## src/rtl/vec_issue_arbiter.sv

```systemverilog
// ============================================================================
// Module   : vec_issue_arbiter
// Purpose  : Round-robin arbiter/sequencer sharing one vector unit among
//            reqs_p requesters; optional counters under VEC_ISSUE_ARB_PERF_EN.
// Revision : 1.0 - initial release
// ============================================================================
`default_nettype none

module vec_issue_arbiter #(
    parameter  int reqs_p = 2,
    parameter  int els_p  = 8,
    parameter  int vlen_p = 8,
    parameter  int vdw_p  = 8,
    localparam int c_VAW  = $clog2(els_p),
    localparam int c_DW   = vlen_p * vdw_p,
    localparam int c_IDW  = $clog2(reqs_p)
) (
    input  logic                      clk_i,
    input  logic                      reset_n_i,
    input  logic [reqs_p-1:0]         req_v_i,
    output logic [reqs_p-1:0]         req_ready_o,
    input  logic [reqs_p*4-1:0]       req_op_i,
    input  logic [reqs_p*c_VAW-1:0]   req_addr_a_i,
    input  logic [reqs_p*c_VAW-1:0]   req_addr_b_i,
    input  logic [reqs_p*c_VAW-1:0]   req_addr_c_i,
    input  logic [reqs_p*c_VAW-1:0]   req_addr_d_i,
    input  logic [reqs_p*vdw_p-1:0]   req_scalar_i,
    input  logic [reqs_p*c_DW-1:0]    req_wdata_i,
    output logic                      resp_v_o,
    output logic [c_IDW-1:0]          resp_id_o,
    output logic                      resp_err_o,
    output logic [c_DW-1:0]           resp_data_o,
    input  logic                      resp_yumi_i,
    output logic                      unit_v_o,
    input  logic                      unit_ready_i,
    output logic [3:0]                unit_op_o,
    output logic [c_VAW-1:0]          unit_addr_a_o,
    output logic [c_VAW-1:0]          unit_addr_b_o,
    output logic [c_VAW-1:0]          unit_addr_c_o,
    output logic [c_VAW-1:0]          unit_addr_d_o,
    output logic [vdw_p-1:0]          unit_scalar_o,
    output logic [c_DW-1:0]           unit_wdata_o,
    input  logic                      unit_v_i,
    input  logic [c_DW-1:0]           unit_data_i,
    output logic                      unit_yumi_o
`ifdef VEC_ISSUE_ARB_PERF_EN
    ,
    output logic [31:0]               perf_busy_o,
    output logic [reqs_p*32-1:0]      perf_grants_o
`endif
);

    localparam logic [1:0] S_IDLE  = 2'd0;
    localparam logic [1:0] S_ISSUE = 2'd1;
    localparam logic [1:0] S_WAIT  = 2'd2;
    localparam logic [1:0] S_RESP  = 2'd3;
    localparam logic [3:0] c_OP_READ = 4'b1000;

    logic [1:0]        r_state;
    logic [c_IDW-1:0]  r_rr_ptr;
    logic [c_IDW-1:0]  r_id;
    logic              r_err;
    logic [3:0]        r_op;
    logic [c_VAW-1:0]  r_addr_a, r_addr_b, r_addr_c, r_addr_d;
    logic [vdw_p-1:0]  r_scalar;
    logic [c_DW-1:0]   r_wdata;
    logic [c_DW-1:0]   r_resp_data;

    logic              w_gnt_v;
    logic [c_IDW-1:0]  w_gnt_id;
    logic              w_illegal;
    logic              w_grant;

    logic [3:0]        w_op_arr     [reqs_p];
    logic [c_VAW-1:0]  w_addr_a_arr [reqs_p];
    logic [c_VAW-1:0]  w_addr_b_arr [reqs_p];
    logic [c_VAW-1:0]  w_addr_c_arr [reqs_p];
    logic [c_VAW-1:0]  w_addr_d_arr [reqs_p];
    logic [vdw_p-1:0]  w_scalar_arr [reqs_p];
    logic [c_DW-1:0]   w_wdata_arr  [reqs_p];

    for (genvar k = 0; k < reqs_p; k++) begin : g_unpack
        assign w_op_arr[k]     = req_op_i[k*4 +: 4];
        assign w_addr_a_arr[k] = req_addr_a_i[k*c_VAW +: c_VAW];
        assign w_addr_b_arr[k] = req_addr_b_i[k*c_VAW +: c_VAW];
        assign w_addr_c_arr[k] = req_addr_c_i[k*c_VAW +: c_VAW];
        assign w_addr_d_arr[k] = req_addr_d_i[k*c_VAW +: c_VAW];
        assign w_scalar_arr[k] = req_scalar_i[k*vdw_p +: vdw_p];
        assign w_wdata_arr[k]  = req_wdata_i[k*c_DW +: c_DW];
    end

    // Lowest index above the pointer wins; otherwise wrap to the lowest at or below it.
    always_comb begin
        w_gnt_v  = 1'b0;
        w_gnt_id = '0;
        for (int k = reqs_p - 1; k >= 0; k--) begin
            if (req_v_i[k] && (c_IDW'(k) <= r_rr_ptr)) begin
                w_gnt_v  = 1'b1;
                w_gnt_id = c_IDW'(k);
            end
        end
        for (int k = reqs_p - 1; k >= 0; k--) begin
            if (req_v_i[k] && (c_IDW'(k) > r_rr_ptr)) begin
                w_gnt_v  = 1'b1;
                w_gnt_id = c_IDW'(k);
            end
        end
    end

    assign w_illegal = (w_op_arr[w_gnt_id] == 4'b0111) || (w_op_arr[w_gnt_id] >= 4'b1010);
    assign w_grant   = (r_state == S_IDLE) && w_gnt_v;

    always_ff @(posedge clk_i or negedge reset_n_i) begin
        if (!reset_n_i) begin
            r_state     <= S_IDLE;
            r_rr_ptr    <= c_IDW'(reqs_p - 1);
            r_id        <= '0;
            r_err       <= 1'b0;
            r_op        <= '0;
            r_addr_a    <= '0;
            r_addr_b    <= '0;
            r_addr_c    <= '0;
            r_addr_d    <= '0;
            r_scalar    <= '0;
            r_wdata     <= '0;
            r_resp_data <= '0;
        end else begin
            case (r_state)
                S_IDLE: begin
                    if (w_gnt_v) begin
                        r_rr_ptr    <= w_gnt_id;
                        r_id        <= w_gnt_id;
                        r_err       <= w_illegal;
                        r_op        <= w_op_arr[w_gnt_id];
                        r_addr_a    <= w_addr_a_arr[w_gnt_id];
                        r_addr_b    <= w_addr_b_arr[w_gnt_id];
                        r_addr_c    <= w_addr_c_arr[w_gnt_id];
                        r_addr_d    <= w_addr_d_arr[w_gnt_id];
                        r_scalar    <= w_scalar_arr[w_gnt_id];
                        r_wdata     <= w_wdata_arr[w_gnt_id];
                        r_resp_data <= '0;
                        r_state     <= w_illegal ? S_RESP : S_ISSUE;
                    end
                end
                S_ISSUE: begin
                    if (unit_ready_i) begin
                        r_state <= S_WAIT;
                    end
                end
                S_WAIT: begin
                    if (unit_v_i) begin
                        r_resp_data <= (r_op == c_OP_READ) ? unit_data_i : '0;
                        r_state     <= S_RESP;
                    end
                end
                S_RESP: begin
                    if (resp_yumi_i) begin
                        r_state <= S_IDLE;
                    end
                end
                default: r_state <= S_IDLE;
            endcase
        end
    end

    // Ready is gated by reset so every output reads zero while reset is held.
    assign req_ready_o   = (reset_n_i && w_grant) ? ({{(reqs_p-1){1'b0}}, 1'b1} << w_gnt_id) : '0;
    assign unit_v_o      = (r_state == S_ISSUE);
    assign unit_yumi_o   = (r_state == S_WAIT) && unit_v_i;
    assign resp_v_o      = (r_state == S_RESP);
    assign resp_id_o     = r_id;
    assign resp_err_o    = r_err;
    assign resp_data_o   = r_resp_data;
    assign unit_op_o     = r_op;
    assign unit_addr_a_o = r_addr_a;
    assign unit_addr_b_o = r_addr_b;
    assign unit_addr_c_o = r_addr_c;
    assign unit_addr_d_o = r_addr_d;
    assign unit_scalar_o = r_scalar;
    assign unit_wdata_o  = r_wdata;

`ifdef VEC_ISSUE_ARB_PERF_EN
    logic [31:0] r_perf_busy;

    always_ff @(posedge clk_i or negedge reset_n_i) begin
        if (!reset_n_i) begin
            r_perf_busy <= '0;
        end else if ((r_state != S_IDLE) && (r_perf_busy != '1)) begin
            r_perf_busy <= r_perf_busy + 32'd1;
        end
    end
    assign perf_busy_o = r_perf_busy;

    for (genvar k = 0; k < reqs_p; k++) begin : g_perf_grant
        logic [31:0] r_grant_cnt;
        always_ff @(posedge clk_i or negedge reset_n_i) begin
            if (!reset_n_i) begin
                r_grant_cnt <= '0;
            end else if (w_grant && (w_gnt_id == c_IDW'(k)) && (r_grant_cnt != '1)) begin
                r_grant_cnt <= r_grant_cnt + 32'd1;
            end
        end
        assign perf_grants_o[k*32 +: 32] = r_grant_cnt;
    end
`endif

endmodule

`default_nettype wire

```

## config.mk

```make
export PLATFORM = sky130hd
export DESIGN_NAME = vec_issue_arbiter
export DESIGN_NICKNAME = d
export VERILOG_FILES = /design/src/rtl/vec_issue_arbiter.sv
export SDC_FILE = /design/constraint.sdc
export NUM_CORES = 1
export LEC_CHECK = 0
export BUFFER_PORTS_ARGS = -buffer_cell sky130_fd_sc_hd__buf_2
export CAP_MARGIN = 5
export CELL_PAD_IN_SITES_DETAIL_PLACEMENT = 0
export CELL_PAD_IN_SITES_GLOBAL_PLACEMENT = 1
export CORE_UTILIZATION = 29
export CTS_BUF_LIST = sky130_fd_sc_hd__clkbuf_8
export DETAILED_ROUTE_END_ITERATION = 6
export GPL_ROUTABILITY_DRIVEN = 0
export PLACE_DENSITY_LB_ADDON = 0.2
export SYNTH_ARGS = -nofsm -noshare
export SYNTH_HDL_FRONTEND = slang
export SYNTH_SLANG_ARGS = --single-unit
export TNS_END_PERCENT = 100
```

## constraint.sdc

```tcl
create_clock -name clk_i -period 1.69 [get_ports clk_i]
set_input_delay 0.169 -clock clk_i [delete_from_list [all_inputs] [get_ports clk_i]]
set_output_delay 0.169 -clock clk_i [all_outputs]
set_load 0.01 [all_outputs]
```

======== After elaboration in Yosys (flattened, before gate mapping) ========
Cells that the tools add are included.
W data, S select, Z words.
word-level totals
  latch bits .............................. 0
  memories ................................ 0
  output and inout bits ................... 159
  bits in read-only memories .............. 0
  register bits after elaboration ......... 157
  input bits .............................. 247
  memory bits (writable) .................. 0
  logic and storage cells ................. 81
cells by class
  magnitude comparators ................... 6
  div/mod/pow operators ................... 0
  $add $sub $neg .......................... 0
  bitwise gates (word level) .............. 1
  shifts and indexed selects .............. 1
  reductions and logical operators ........ 13
  multipliers ............................. 0
  eq/ne operators ......................... 9
  multiplexer cells ....................... 39
operator list
  cell                  number
  $mux W64              6
  $pmux W64 S2          1
  $mux W3               12
  $mux W8               3
  $mux W2               6
  $mux W4               3
  $pmux W2 S4           1
  $logic_and A1 B1 Y1   7
  $mux W1               7
  $eq A2 B2 Y1 const B  2
  $eq A4 B3 Y1 const B  1
  $eq A4 B4 Y1 const B  1
  $ge A4 B4 Y1 const B  1
  $ne A2 B1 Y1 const B  2
  $ne A2 B2 Y1 const B  2
  $reduce_and A4 Y1     1
  $reduce_and A3 Y1     1
  $eq A2 B1 Y1 const B  1
  $ge A2 B2 Y1 const B  1
  $gt A1 B1 Y1 const A  2
  $le A1 B1 Y1 const A  2
  $logic_not A2 Y1      1
  $not A1 Y2            1
  $reduce_and A2 Y1     1
  other kinds (3)       3

======== Logic depth before layout (Yosys ltp) ========
  depth after elaboration ................. 15
  mapped depth ............................ 8
  depth with buffers taken out ............ 6

======== Least setup slack after synthesis ========
Ideal clock, no wire load.
  path type ............................... flip-flop to flip-flop
  start ................................... reg r_state[0]
  end ..................................... reg r_resp_data[44] (netlist: resp_data_o[44])
  setup time .............................. 77 ps
  path slack .............................. -19 ps
  buffers on the path ..................... 2
  stages on the path, launching flop included .. 9
  required time ........................... 1613 ps
  period minus slack after synthesis ...... 1709 ps
  arrival ................................. 1632 ps
  cell sequence ........................... dfrtp_1 > inv_1 > ha_1 > nor3b_2 > nor3_4 > buf_6 > buf_4 > nand3_1 > o21ai_1
on the way
  word-level cells in the longest chain between the ends .. 3
  elaborated cells on any way between the ends .. 7
  classes of those cells .................. eq/ne: 3; mux: 1; reduce/logical: 3
RTL lines
  element                                                       RTL line  text
  from (decl)                                                   59        logic [1:0] r_state;
  from (signal assigned)                                        142       r_state <= w_illegal ? S_RESP : S_ISSUE;
  $eq A2 B2 Y1 or $logic_not A2 Y1 (tied branches)              128       case (r_state)
  $ne A2 B2 Y1 (no line) or $reduce_bool A2 Y1 (tied branches)  n/a
  $reduce_and A3 Y1 (no line)                                   n/a
  to (signal assigned)                                          152       r_resp_data <= (r_op == c_OP_READ) ? unit_data_i : '0;
  to (decl)                                                     67        logic [c_DW-1:0] r_resp_data;
Several ways; a longest one is shown, not always the timed one.
A chain may end at the register's enable or synchronous reset.

======== Worst setup path after layout ========
  start ................................... reg r_state[0]
  end ..................................... out req_ready_o[0]
on the way
  word-level cells in the longest chain between the ends .. 4
RTL lines
  element              RTL line  text
  $logic_not A2 Y1     111       assign w_grant = (r_state == S_IDLE) && w_gnt_v;
  $logic_and A1 B1 Y1  111
  $logic_and A1 B1 Y1  167       assign req_ready_o = (reset_n_i && w_grant) ? ({{(reqs_p-1){1'b0}}, 1'b1} << w_gnt_id) : '0;
  $mux W2              167
  to (decl)            21        output logic [reqs_p-1:0] req_ready_o,
Every way passes these cells.

==> metrics.md <==
| Metric | Value |
|---|---|
| DRC Markers | 0 |
| Pre-CTS setup slack | 0.0386 ns |
| Final ANT Viol Nets | 0 |
| Ports | 406 |
| Cell internal pwr | 10.4 mW |
| Remaining global-route overflow | 0 |
| Post-synth EDFFs | 0 |
| Status | complete, but fails checks |
| Nets@finish | 1556 |
| WL met3 | 1.61 mm |
| DR top layer | met5 |
| Tot GR Track Use | 0.199 |
| Dpl hpwl | ~17 mm |
| Die Area | 24800 µm² |
| Routed WL | roughly 25 mm |
| Reg clk slew, reported paths | roughly 0.080 ns |
| Share of cells above drive strength 1 | 0.388 |
| Fraction of registers with async set/reset | 1.00 |
| Clock Sinks | 157 |
| Part of the power in registers | 0.336 |
| Yosys reg bits | 157 |
| Mapped Cells | 702 |
| # Max-Cap Violations | 0 |
| CP Class | flip-flop to output port |
| Final setup fails | 1 |
| First-pass GRT wire length | ~37 mm |
| Drt pass-1 iters | 5 |
| Sw frac | 0.381 |
| Worst Tran Pin Value | 0.611 ns |
| Synth Flop Type | dfrtp_1 |
| Post-route cell area | 12200 µm² |
| Largest net degree at the start of global routing | roughly 110 |
| Initial antenna violation count | 1 |
| NetSw | approximately 6.4 mW |
| Seq/Total Area, Yosys | 0.560 |
| Peak VDD IR | 563 µV |
| Row count | 56 |
| Fmax | 586 MHz |
| Via density per instance | 4.37 |
| Syn avg cell area | 10.0 µm² |
| Slew Limit Fails | 0 |
| Synthesis warning total | 0 |
| Clock Latency Late Sink | 0.45 ns |
| Worst-path fanout max | 3 |
| Mapped Area | 7020 µm² |
| RSZ-0062 raised after global routing | yes |
| WL met2 | 12.3 mm |
| Vias in the first global route | roughly 7100 |
| Violated checks | negative setup slack |
| Syn-to-layout area delta | 73.5% |
| Routed met1 length | ~11 mm |
| Library cells used by synthesis | 32 |
| Critical Path RT | 1.52 ns |
| Core area | 23600 µm² |
| CP arrival | 1.54 ns |
| Final min period | 1.71 ns |
| Period utilization | 1.01 |
| Initial drt markers | 315 |
| Leak | around 6.4 nW |
| Hold Crit Class | input pin to flip-flop |
| Fin Clk Skew | 0.0144 ns |
| Layout Utilization | 0.516 |
| Die H | 158 µm |
| Bufs on Longest Clock Path | 2 |
| Comb power frac | 0.488 |
| Die width | 158 µm |
| CTS tree | built |
| Syn_nets | between 900 and 1000 |
| Wire length per cell | 15.3 µm |
| CP Launch Type | flip-flop |
| Crit. End Element | output port |
| Cell chosen for the clock root | clkbuf_8 |
| I/O Buffers | 405 |
| Initial Utilization | 0.297 |
| Power Dens Cells | 1380 nW/µm² |
| CTS H-tree depth | 4 |
| Clock share of power | 0.175 |
| CTS buffer count | 17 |
| Placed cell areas | between 9000 and 10000 µm² |
| Final hold violations | 0 |
| Max-slew headroom | 0.593 |
| Vias | 7145 |
| Worst Setup Slack, final | -0.0153 ns |
power groups by stage:
stage	Clock, mW	Combinational, mW	Sequential (mW)
global placement	0	6.85	5.69
finish	2.95	8.21	5.65
CTS	3.06	8.14	5.67
detailed placement	0	6.90	5.72
global route	3.22	8.99	5.83
floorplan	0	3.04	6.29
area by class of cell:
cell class,instances,area [µm²]
antenna,2,5.00
fill,2247,11400
sequential,157,3930
multi-input combinational,428,2670
clock inverter,13,166
inverter,68,255
tap,319,399
timing repair buffer,632,4530
clock buffer,17,234
cell families after synthesis:
| kind of cell | Yosys count | share of synthesized area |
|---|---|---|
| AO/OA/AOI/OAI | 165 | 0.123 |
| adder cells (fa/ha/maj) | 5 | 0.00891 |
| buffers and inverters | 117 | 0.0734 |
| flip-flops | 157 | 0.560 |
| multiplexers | 90 | 0.128 |
| AND/OR/NAND/NOR | 168 | 0.107 |
synthesized netlist by cell type (2+ instances only):
cell / count / area share
dfrtp_1: 156 / 0.56
o21ai_0: 107 / 0.076
nand2_1: 92 / 0.049
mux2i_1: 90 / 0.13
inv_1: 68 / 0.036
nand3_1: 63 / 0.045
o21ai_1: 45 / 0.032
buf_2: 18 / 0.013
clkbuf_1: 18 / 0.0096
buf_4: 10 / 0.011
ha_1: 5 / 0.0089
nor2_1: 4 / 0.0021
a21o_1: 2 / 0.0021
a221o_1: 2 / 0.0029
a31oi_1: 2 / 0.0018
and2_1: 2 / 0.0018
buf_6: 2 / 0.0032
nor2b_1: 2 / 0.0018
path summary, 6_finish.rpt:
kind,from,endpoint,slack (ns),cells past startpoint
setup / recovery,r_state[0],req_ready_o[0],-0.02,7
hold / removal,req_addr_a_i[3],unit_addr_a_o[0],0.03,3
setup reg to reg,r_state[0],resp_data_o[12],0.01,10
hold reg to reg,unit_wdata_o[54],unit_wdata_o[54],0.48,2
max in group asynchronous,reset_n_i,unit_wdata_o[60],0.60,3
min in group asynchronous,reset_n_i,unit_wdata_o[14],0.21,2
worst max-delay path, cell delays in order (launching register included):
cell and delay (ns):
dfrtp_1 0.39, inv_2 0.09, ha_4 0.14, buf_6 0.11
o21ai_4 0.06, buf_12 0.13, nor2_4 0.07, buf_6 0.10
timing repair:
item	CTS	global route
gates resized for setup	28	13
hold endpoints to repair	164	0
pin swaps	4	1
setup buffers	14	0
setup endpoints to repair	3	102
gates cloned	5	1
hold buffers	172	0
sequential cells by signal (all words and copies together) (netlist names):
signal         flops
unit_scalar_o      8
r_state            2
r_rr_ptr           1
unit_addr_c_o      3
unit_op_o          4
resp_id_o          1
unit_addr_a_o      3
unit_wdata_o      64
unit_addr_b_o      3
unit_addr_d_o      3
resp_err_o         1
resp_data_o       64
layer usage:
metal | global-route usage | vias up
li1 | - | 3568
met1 | 0.241 | 3271
met2 | 0.341 | 272
met3 | 0.0515 | 32
met4 | 0.0703 | 2
met5 | 0 | -
metrics by stage:
stage	TNS, ns	hold slack (ns)	power, mW	std cells
2_1_floorplan	0	-0.127	9.32	702
3_3_place_gp	0	0.0499	12.5	1412
3_5_place_dp	0	0.0486	12.6	1412
4_1_cts	-0.0721	0.000248	16.9	1633
5_1_grt	-4.36	0.0112	18.0	1634
6_report	-0.0153	0.0323	16.8	1636
cells in the final DEF, fill, tap and decap left out, types with 3 or more instances in the layout:
master / Yosys / layout
buf_12: 0 / 12
buf_16: 0 / 3
buf_2: 18 / 400
buf_4: 10 / 29
buf_6: 2 / 11
bufbuf_16: 0 / 3
bufinv_16: 0 / 3
clkbuf_8: 0 / 17
clkinvlp_4: 0 / 5
dfrtp_1: 156 / 156
dlygate4sd3_1: 0 / 172
inv_1: 68 / 67
inv_6: 0 / 3
mux2i_1: 90 / 87
mux2i_2: 0 / 3
nand2_1: 92 / 91
nand3_1: 63 / 63
o21ai_0: 107 / 106
o21ai_1: 45 / 46
(Power assumes the default switching activity.)
